==> config.mk <==
export PLATFORM = sky130hd
export DESIGN_NAME = rx_det_seq_flat
export DESIGN_NICKNAME = d
export VERILOG_FILES = /design/src/rtl/rx_det_seq_if.sv /design/src/rtl/rx_det_seq.sv /design/src/flat_wrapper.sv
export SDC_FILE = /design/constraint.sdc
export NUM_CORES = 1
export LEC_CHECK = 0
export ABC_AREA = 1
export BUFFER_PORTS_ARGS = -buffer_cell sky130_fd_sc_hd__buf_2
export CAP_MARGIN = 20
export CORE_ASPECT_RATIO = 1.25
export CORE_MARGIN = 2
export CORE_UTILIZATION = 40
export CTS_CLUSTER_DIAMETER = 30
export DETAILED_ROUTE_END_ITERATION = 6
export PLACE_DENSITY = 0.6
export SLEW_MARGIN = 20
export SYNTH_ARGS = -nofsm -noshare
export SYNTH_HDL_FRONTEND = slang
export SYNTH_SLANG_ARGS = --single-unit
==> constraint.sdc <==
create_clock -name clk -period 1.6 [get_ports clk]
set_input_delay 0.32 -clock clk [delete_from_list [all_inputs] [get_ports clk]]
set_output_delay 0.32 -clock clk [all_outputs]
set_load 0.03 [all_outputs]
==> src/rtl/rx_det_seq_if.sv <==
// Probe handshake between the receiver-detect sequencer and the shared
// lane detect circuit: one-hot request out, per-lane ack and result back.
interface rx_det_seq_if #(
    parameter int NUM_LANES = 4
) ();
    logic [NUM_LANES-1:0] rx_det_seq_req;
    logic [NUM_LANES-1:0] rx_det_seq_ack;
    logic [NUM_LANES-1:0] lane_rx_det;

    modport master (
        output rx_det_seq_req,
        input  rx_det_seq_ack,
        input  lane_rx_det
    );

    modport slave (
        input  rx_det_seq_req,
        output rx_det_seq_ack,
        output lane_rx_det
    );
endinterface

==> src/rtl/rx_det_seq.sv <==
// Receiver-detect sequencer: probes lanes one at a time over a 4-phase
// req/ack handshake, with ack timeout and settle gap, repeating the sweep
// up to MAX_PASS times while only a subset of lanes detects. The final
// mask is the AND of all passes.
module rx_det_seq #(
    parameter int NUM_LANES   = 4,
    parameter int ACK_TIMEOUT = 64,
    parameter int SETTLE_CYC  = 16,
    parameter int MAX_PASS    = 2
) (
    input  logic                 clk,
    input  logic                 rst,          // asynchronous, active-low
    input  logic                 start,
    input  logic                 abort,
    rx_det_seq_if.master         bus,
    output logic                 busy,
    output logic                 done,
    output logic [NUM_LANES-1:0] det_mask,
    output logic [NUM_LANES-1:0] timeout_err
);

    localparam int LANE_W = (NUM_LANES > 1) ? $clog2(NUM_LANES) : 1;
    localparam int PASS_W = $clog2(MAX_PASS + 1);
    localparam int TMO_W  = $clog2(ACK_TIMEOUT) + 1;
    localparam int SET_W  = $clog2(SETTLE_CYC) + 1;

    localparam logic [LANE_W-1:0] LANE_LAST = LANE_W'(NUM_LANES - 1);
    localparam logic [PASS_W-1:0] PASS_MAX  = PASS_W'(MAX_PASS);
    localparam logic [TMO_W-1:0]  TMO_LAST  = TMO_W'(ACK_TIMEOUT - 1);
    localparam logic [SET_W-1:0]  SET_LAST  = SET_W'(SETTLE_CYC - 1);

    typedef enum logic [2:0] {
        IDLE,
        REQ,
        WAIT_ACK,
        DROP,
        SETTLE,
        PASS_END,
        DONE
    } state_e;

    state_e               state_q,       state_d;
    logic [LANE_W-1:0]    lane_q,        lane_d;
    logic [PASS_W-1:0]    pass_q,        pass_d;
    logic [NUM_LANES-1:0] pass_mask_q,   pass_mask_d;
    logic [NUM_LANES-1:0] acc_mask_q,    acc_mask_d;
    logic [NUM_LANES-1:0] det_mask_q,    det_mask_d;
    logic [NUM_LANES-1:0] timeout_err_q, timeout_err_d;
    logic [NUM_LANES-1:0] req_q,         req_d;
    logic [TMO_W-1:0]     tmo_cnt_q,     tmo_cnt_d;
    logic [SET_W-1:0]     settle_cnt_q,  settle_cnt_d;
    logic                 busy_q,        busy_d;
    logic                 done_q,        done_d;

    // Next-state, per-lane capture and registered-output decode.
    always_comb begin
        // NOTE: every variable gets its hold value first so no path through
        // the case statement leaves one unassigned and infers a latch.
        state_d       = state_q;
        lane_d        = lane_q;
        pass_d        = pass_q;
        pass_mask_d   = pass_mask_q;
        acc_mask_d    = acc_mask_q;
        det_mask_d    = det_mask_q;
        timeout_err_d = timeout_err_q;
        tmo_cnt_d     = tmo_cnt_q;
        settle_cnt_d  = settle_cnt_q;

        if (abort && (state_q != IDLE)) begin
            // Abort wins over everything: partial timeout flags and the
            // previous det_mask are left as they are.
            state_d = IDLE;
        end else begin
            unique case (state_q)
                IDLE: begin
                    if (start && !abort) begin
                        state_d       = REQ;
                        lane_d        = '0;
                        pass_d        = PASS_W'(1);
                        pass_mask_d   = '0;
                        timeout_err_d = '0;
                    end
                end

                REQ: begin
                    tmo_cnt_d = '0;
                    state_d   = WAIT_ACK;
                end

                WAIT_ACK: begin
                    // An ack already high on entry counts on the first sample.
                    if (bus.rx_det_seq_ack[lane_q]) begin
                        pass_mask_d[lane_q] = bus.lane_rx_det[lane_q];
                        state_d             = DROP;
                    end else if (tmo_cnt_q == TMO_LAST) begin
                        pass_mask_d[lane_q]   = 1'b0;
                        timeout_err_d[lane_q] = 1'b1;
                        settle_cnt_d          = '0;
                        state_d               = SETTLE;
                    end else if (tmo_cnt_q != '1) begin
                        tmo_cnt_d = tmo_cnt_q + TMO_W'(1);
                    end
                end

                DROP: begin
                    if (!bus.rx_det_seq_ack[lane_q]) begin
                        settle_cnt_d = '0;
                        state_d      = SETTLE;
                    end
                end

                SETTLE: begin
                    if (settle_cnt_q == SET_LAST) begin
                        if (lane_q < LANE_LAST) begin
                            lane_d  = lane_q + LANE_W'(1);
                            state_d = REQ;
                        end else begin
                            state_d = PASS_END;
                        end
                    end else if (settle_cnt_q != '1) begin
                        settle_cnt_d = settle_cnt_q + SET_W'(1);
                    end
                end

                PASS_END: begin
                    acc_mask_d = (pass_q == PASS_W'(1)) ? pass_mask_q
                                                        : (acc_mask_q & pass_mask_q);
                    // Another sweep only helps when some, but not all, lanes
                    // were seen and passes remain.
                    if ((acc_mask_d != '0) && (acc_mask_d != '1) && (pass_q < PASS_MAX)) begin
                        pass_d      = pass_q + PASS_W'(1);
                        lane_d      = '0;
                        pass_mask_d = '0;
                        state_d     = REQ;
                    end else begin
                        // Published on entry so det_mask is valid with done.
                        det_mask_d = acc_mask_d;
                        state_d    = DONE;
                    end
                end

                DONE: begin
                    state_d = IDLE;
                end

                default: begin
                    state_d = IDLE;
                end
            endcase
        end

        // Outputs are decoded from the next state so they come straight
        // from flops: req is high in REQ and WAIT_ACK for the current lane.
        req_d  = ((state_d == REQ) || (state_d == WAIT_ACK)) ? (NUM_LANES'(1) << lane_d) : '0;
        busy_d = (state_d != IDLE) && (state_d != DONE);
        done_d = (state_d == DONE);
    end

    // State and output registers with asynchronous active-low reset.
    always_ff @(posedge clk or negedge rst) begin
        if (!rst) begin
            state_q       <= IDLE;
            lane_q        <= '0;
            pass_q        <= '0;
            pass_mask_q   <= '0;
            acc_mask_q    <= '0;
            det_mask_q    <= '0;
            timeout_err_q <= '0;
            req_q         <= '0;
            tmo_cnt_q     <= '0;
            settle_cnt_q  <= '0;
            busy_q        <= 1'b0;
            done_q        <= 1'b0;
        end else begin
            // NOTE: non-blocking assignments so every flop samples the
            // pre-edge values regardless of statement order.
            state_q       <= state_d;
            lane_q        <= lane_d;
            pass_q        <= pass_d;
            pass_mask_q   <= pass_mask_d;
            acc_mask_q    <= acc_mask_d;
            det_mask_q    <= det_mask_d;
            timeout_err_q <= timeout_err_d;
            req_q         <= req_d;
            tmo_cnt_q     <= tmo_cnt_d;
            settle_cnt_q  <= settle_cnt_d;
            busy_q        <= busy_d;
            done_q        <= done_d;
        end
    end

    assign bus.rx_det_seq_req = req_q;
    assign busy               = busy_q;
    assign done               = done_q;
    assign det_mask           = det_mask_q;
    assign timeout_err        = timeout_err_q;

endmodule
==> src/flat_wrapper.sv <==
// flat-port wrapper written by rule: the top's interface ports become plain ports
module rx_det_seq_flat 
#(
    parameter int NUM_LANES   = 4,
    parameter int ACK_TIMEOUT = 64,
    parameter int SETTLE_CYC  = 16,
    parameter int MAX_PASS    = 2
)
  (clk, rst, start, abort, busy, done, det_mask, timeout_err, bus_rx_det_seq_req, bus_rx_det_seq_ack, bus_lane_rx_det);
  rx_det_seq_if #(.NUM_LANES(NUM_LANES)) bus_i ();
  input  logic clk;
  input  logic rst;
  input  logic start;
  input  logic abort;
  output logic busy;
  output logic done;
  output logic [NUM_LANES-1:0] det_mask;
  output logic [NUM_LANES-1:0] timeout_err;
  output wire logic [$bits(bus_i.rx_det_seq_req)-1:0] bus_rx_det_seq_req;
  input wire logic [$bits(bus_i.rx_det_seq_ack)-1:0] bus_rx_det_seq_ack;
  input wire logic [$bits(bus_i.lane_rx_det)-1:0] bus_lane_rx_det;
  assign bus_rx_det_seq_req = bus_i.rx_det_seq_req;
  assign bus_i.rx_det_seq_ack = bus_rx_det_seq_ack;
  assign bus_i.lane_rx_det = bus_lane_rx_det;
  rx_det_seq #(.NUM_LANES(NUM_LANES), .ACK_TIMEOUT(ACK_TIMEOUT), .SETTLE_CYC(SETTLE_CYC), .MAX_PASS(MAX_PASS)) u_core (.clk(clk), .rst(rst), .start(start), .abort(abort), .bus(bus_i), .busy(busy), .done(done), .det_mask(det_mask), .timeout_err(timeout_err));
endmodule
=== After elaboration in Yosys (flattened, before gate mapping) ===
Cells that the tools add are included.

* Add/sub/neg operators: 4
* Magnitude comparators: 4
* Equal/unequal tests: 25
* Shift operators: 1
* Muxes and demuxes: 45
* Bitwise operators: 6
* Reductions and logical operators: 24

{| class="wikitable"
|+ Operator list
! cell !! number
|-
| $mux 4 || 8
|-
| $mux 5 || 5
|-
| $mux 3 || 8
|-
| $mux 7 || 3
|-
| $pmux 3 s6 || 1
|-
| $pmux 5 s3 || 1
|-
| $reduce_and 5->1 || 3
|-
| $mux 2 || 7
|-
| $pmux 7 s2 || 1
|-
| $pmux 4 s3 || 1
|-
| $reduce_bool 3->1 || 4
|-
| $ne 2x1->1 const B || 5
|-
| $eq 3x2->1 const B || 3
|-
| $eq 3x3->1 const B || 3
|-
| $and 4x4->4 || 2
|-
| $ne 2x2->1 const B || 4
|-
| $pmux 4 s2 || 1
|-
| $add 7x1->7 const B || 1
|-
| $eq 7x6->1 const B || 1
|-
| $ne 7x7->1 const B || 1
|-
| $reduce_and 7->1 || 1
|-
| $eq 3x1->1 const B || 2
|-
| $logic_and 1x1->1 || 6
|-
| $pmux 2 s3 || 1
|-
| other kinds (28) || 36
|}

* Bits in registers: 41
* Input port bits: 12
* Output and inout bits: 14
* Logic and storage cells: 121

=== Longest topological paths before layout ===
* Word-level depth: 11
* Depth in mapped cells: 14
* Depth with buffers taken out: 14

=== Least setup slack after synthesis ===
Ideal clock, no wire load.

* Kind: reg-to-reg
* Start point: register u_core.settle_cnt_q[0]
* End point: register u_core.settle_cnt_q[2]
* Setup time: 0.121 ns
* Data arrival time: 1.592 ns
* Data required time: 1.479 ns
* Slack: -0.113 ns
* Cell stages (with the launch flop): 11
* Buffers on the path: 0
* Clock period less this slack: 1.713 ns
* Path through: dfrtp_1 > ha_1 > nand2_1 > nor2_1 > ha_1 > nor2_1 > a21oi_1 > nor3_4 > inv_2 > a21oi_1 > a21oi_1

* Word-level cells in the longest chain between the ends: 4
* Elaborated cells on any way between the ends: 9
* Those cells by class: add/sub (1); eq/ne (4); mux (3); reduce/logical (1)

{| class="wikitable"
|+ Ends and longest elaborated chain
! element !! line !! source
|-
| from (decl) || rx_det_seq.sv:51 || <nowiki>logic [SET_W-1:0] settle_cnt_q, settle_cnt_d;</nowiki>
|-
| from (signal assigned) || rx_det_seq.sv:186 || <nowiki>settle_cnt_q <= settle_cnt_d;</nowiki>
|-
| $add 5x1->5 || rx_det_seq.sv:121 || <nowiki>settle_cnt_d = settle_cnt_q + SET_W'(1);</nowiki>
|-
| $mux 5 || rx_det_seq.sv:120 || <nowiki>end else if (settle_cnt_q != '1) begin</nowiki>
|-
| $mux 5 || rx_det_seq.sv:113 || <nowiki>if (settle_cnt_q == SET_LAST) begin</nowiki>
|-
| $pmux 5 s3 || rx_det_seq.sv:74 || <nowiki>unique case (state_q)</nowiki>
|}

Several ways; a longest one is shown, not always the timed one. The select of a mux whose other input is x is not followed.
A chain may end at the register's enable or synchronous reset.

=== Worst setup path in the final report ===
* Start point: register u_core.state_q[1]
* End point: register u_core.req_q[2] (netlist: u_core.bus.rx_det_seq_req[2])

* Word-level cells in the longest chain between the ends: 7
* Elaborated cells on any way between the ends: 22
* Those cells by class: eq/ne (7); shift (1); mux (10); reduce/logical (4)

{| class="wikitable"
|+ Ends and longest elaborated chain
! element !! line !! source
|-
| from (decl) || rx_det_seq.sv:42 || <nowiki>state_e state_q, state_d;</nowiki>
|-
| from (signal assigned) || rx_det_seq.sv:177 || <nowiki>state_q <= state_d;</nowiki>
|-
| $mux 3 || rx_det_seq.sv:95 || <nowiki>end else if (tmo_cnt_q == TMO_LAST) begin</nowiki>
|-
| $mux 3 || rx_det_seq.sv:92 || <nowiki>if (bus.rx_det_seq_ack[lane_q]) begin</nowiki>
|-
| $pmux 3 s6 || rx_det_seq.sv:74 ||
|-
| $mux 3 || rx_det_seq.sv:69 || <nowiki>if (abort && (state_q != IDLE)) begin</nowiki>
|-
| $eq 3x1->1 / $eq 3x2->1 (equally long branches) || rx_det_seq.sv:154 || <nowiki>req_d = ((state_d == REQ) || (state_d == WAIT_ACK)) ? (NUM_LANES'(1) << lane_d) : '0;</nowiki>
|-
| $logic_or 1x1->1 || rx_det_seq.sv:154 ||
|-
| $mux 4 * || rx_det_seq.sv:154 ||
|-
| via u_core.req_d[2] || rx_det_seq.sv:49 || <nowiki>logic [NUM_LANES-1:0] req_q, req_d;</nowiki>
|-
| to (signal assigned) || rx_det_seq.sv:184 || <nowiki>req_q <= req_d;</nowiki>
|-
| to (decl) || rx_det_seq.sv:49 ||
|}

Mark *: on every way through the listed nets, which the timed path passes. The rest lies on a longest branch.

==> results.py <==
metrics = {
    "run_status": {
        "status": "complete, but fails checks",
        "violations": "negative setup slack",
    },
    "global_routing": {
        "grt_pass1_vias": 2110,
        "gr-total-overflow": 0,
        "grt_max_degree": 42,
        "grtUsageTotal_pct": 18.90,
        "grt_pass1_wl_um": 9232,
        "antenna_found_initial": 0,
    },
    "clock_network": {
        "clockBufferDepth": 2,
        "cts-root-buf": "clkbuf_8",
        "path_clk_slew_ns": 0.08,
        "insertion_delay_ns": 0.30,
        "clock_sinks": 41,
        "cts_tree": "done",
        "numCtsBuffers": 5,
        "cts.htree.levels": 2,
    },
    "logic_synthesis": {
        "synth_common_cells": "72 x nand2_1, 41 x dfrtp_1, 38 x nor2_1",
        "synth_ff_type": "dfrtp_1",
        "yosys_warnings": 0,
        "async_reset_ff_share_pct": 100.0,
        "syn_avg_cell_area_um2": 7.729,
        "synthCells": 293,
        "synth_seq_area_share_pct": 45.30,
        "synth.most_common_cell": "nand2_1",
        "ys_top_cells_by_area": "dfrtp_1 45%, nand2_1 12%, nor2_1 6.3%",
        "synth_top_cell_by_area": "dfrtp_1",
        "synth_top_area_share_pct": 45.30,
        "synth_cell_type_count": 31,
        "synth_edf_count": 0,
        "ys_ff_latch": 41,
        "syn_area_um2": 2265,
        "syn-num-nets": 310,
    },
    "floorplanning": {
        "core_um2": 5443,
        "io_pins": 26,
        "die_x_um": 71.30,
        "dieHeight_um": 88.13,
        "start_util_pct": 41.61,
        "die_area_um2": 6283,
        "rows": 30,
    },
    "sta": {
        "finalCriticalPeriod_ns": 1.766,
        "setup_viol": 23,
        "clock_skew_ns": 0.006451,
        "hold_viol_final": 0,
        "relSlewSlack_pct": 74.21,
        "worst_slew_pin_slew_ns": 0.3829,
        "postLayoutSetupSlackWorst_ns": -0.1657,
        "final_max_slew_viol_count": 0,
        "post-route-period-util_pct": 110.4,
        "rsz0062_at_grt": "true",
        "fin_tns_setup_ns": -1.797,
        "fmax_mhz": 566.4,
    },
    "layout": {
        "final.fill_count": 439,
        "multi_input_area_um2": 1434,
        "n_antenna_cell": 0,
        "drive_above_1_share_pct": 49.62,
        "fin_util_pct": 64.71,
        "stdcell_count": 457,
        "ff_latch_area_um2": 1028,
        "area_growth_pct": 55.52,
        "fin_nets": 409,
    },
    "drt": {
        "drt-pass1-iter-count": 4,
        "first_iter_violations": 57,
        "postRouteAntennaNets": 0,
        "routedWlPerCell_um": 12.83,
        "drc": 0,
        "wl_um": 5862,
        "vias": 2248,
        "avgViaCountPerCell": 4.919,
    },
    "setup_path": {
        "arrival_ns": 2.00,
        "path_cells": "inv_1 -> nand2_2 -> nor2_4 -> inv_1 -> o21ai_2 -> a21oi_1 -> nand2_1 -> nand2_2 -> nand2_4 -> nand3_4 -> nor2_1",
        "start_kind": "flip-flop",
        "crit_path_end_kind": "flip-flop",
        "cp_slowest_stage_delay_ns": 0.46,
        "path_max_fanout": 4,
        "slowest_stage": "dfrtp_2",
        "required_ns": 1.83,
        "crit_type": "reg -> reg",
    },
    "placement": {
        "hpwlAfterDp_um": 3964,
        "place_congestion": 0.8389,
        "port-buffer-count": 25,
        "placed_cells": 425,
    },
    "hold_path": {
        "min_path_type": "in -> reg",
    },
    "power_and_ir_drop": {
        "irDropWorstVdd_v": 0.001100,
        "powerDensity_nw_per_um2": 1625,
        "static-leakage-power_nw": 1.741,
    },
    "job": {
        "maxCapViolCount": 0,
    },
}
[metal layers]
metal,up-vias,track usage [%],part of all wire (%)
li1,1133,-,-
met1,1061,22.48,42
met2,41,33.59,53
met3,13,3.452,3.0
met4,0,7.547,2.2
met5,-,0,0
[state kept, by name (all words and copies together) (netlist names), 3 cells and up]
| name | cells |
|---|---|
| u_core.bus.rx_det_seq_req | 4 |
| u_core.pass_mask_q | 4 |
| u_core.tmo_cnt_q | 7 |
| u_core.det_mask | 4 |
| u_core.acc_mask_q | 4 |
| u_core.state_q | 3 |
| u_core.settle_cnt_q | 5 |
| u_core.timeout_err | 4 |
[cell families (layout without fill, tap and decap cells)]
family | Yosys count | in the layout | share of synthesized area (%)
AND/OR/NAND/NOR | 147 | 147 | 29.01
AO/OA/AOI/OAI | 50 | 50 | 13.21
flip-flops | 41 | 41 | 45.30
XOR/XNOR | 3 | 3 | 1.160
multiplexers | 1 | 1 | 0.4420
adder cells (fa/ha/maj) | 5 | 5 | 2.762
buffers and inverters | 46 | 146 | 8.122
[cell type report]
class                   instances  area share (%)
multi-input cells             206           40.71
flip-flops and latches         41           29.20
clock inverters                 1          0.8526
well taps                      64           2.274
repair buffers                 93           19.47
inverters                      45           5.044
clock buffers                   7           2.451
[timing repair]
action / 4_1_cts / 5_1_grt
endpoints found under the setup margin: 28 / 40
hold endpoints to repair: 41 / 0
hold buffers: 1 / 0
gates resized for setup: 34 / 59
pin swaps: 21 / 45
setup buffers: 10 / 14
[worst paths after layout]
| path | to | depth (start not counted) | slack [ns] | start |
|---|---|---|---|---|
| min in group asynchronous | u_core.tmo_cnt_q[4]$_DFFE_PN0P_ | 3 | 0.53 | rst |
| max in group asynchronous | u_core.state_q[1]$_DFF_PN0_ | 3 | 0.84 | rst |
| hold reg to reg | u_core.det_mask[2]$_DFFE_PN0P_ | 2 | 0.49 | u_core.det_mask[2]$_DFFE_PN0P_ |
| setup reg to reg | u_core.bus.rx_det_seq_req[2]$_DFF_PN0_ | 11 | -0.17 | u_core.state_q[1]$_DFF_PN0_ |
| hold / removal | u_core.pass_mask_q[0]$_DFFE_PN0P_ | 3 | 0.33 | bus_lane_rx_det[0] |
| setup / recovery | u_core.bus.rx_det_seq_req[2]$_DFF_PN0_ | 11 | -0.17 | u_core.state_q[1]$_DFF_PN0_ |
[per-stage QoR]
step                      hold WS (ns)  power (mW)  cell area [um2]  setup WS [ns]
after floorplan                0.02441       3.007             2305       -0.05061
after global placement          0.3149       3.925             2854        -0.1515
after detailed placement        0.3122       3.945             2854        -0.1810
after CTS                       0.3223       5.159             3181       -0.08751
after global routing            0.3439       6.096             3522        -0.2661
final                           0.3255       5.723             3522        -0.1657
[layout by cell type, fill, tap and decap left out, types with 4 or more instances in the layout]
cell      synthesis  layout
nand3_4           0       4
buf_6             1       6
nor2_4            1       7
buf_2             0      25
o21ai_2           1       6
a21oi_1          14      10
ha_4              0       4
nand2_4           0       7
inv_1            36      32
nor2_2            3       7
nand2_1          72      48
o21ai_1          11       7
buf_4             0      59
nor2_1           38      28
nand3_2           3       9
nand2_2           6      22
clkbuf_8          0       6
o21ai_0          12      10
nand3_1          20      10
dfrtp_1          41      39
inv_2             7       9
[report_power, final]
group	switching (mW)	internal [mW]	total (mW)
clock network	0.362	0.509	0.870
registers	0.218	1.29	1.51
logic	1.91	1.43	3.34
total	2.49	3.23	5.72
[critical path: cells and delay by family (launching register included)]
kind,cells,cell delay (ns)
compound gates,2,0.21
buf+inv,2,0.24
flops,1,0.46
simple gates,7,0.79
Power figures use the tool's default switching activity.
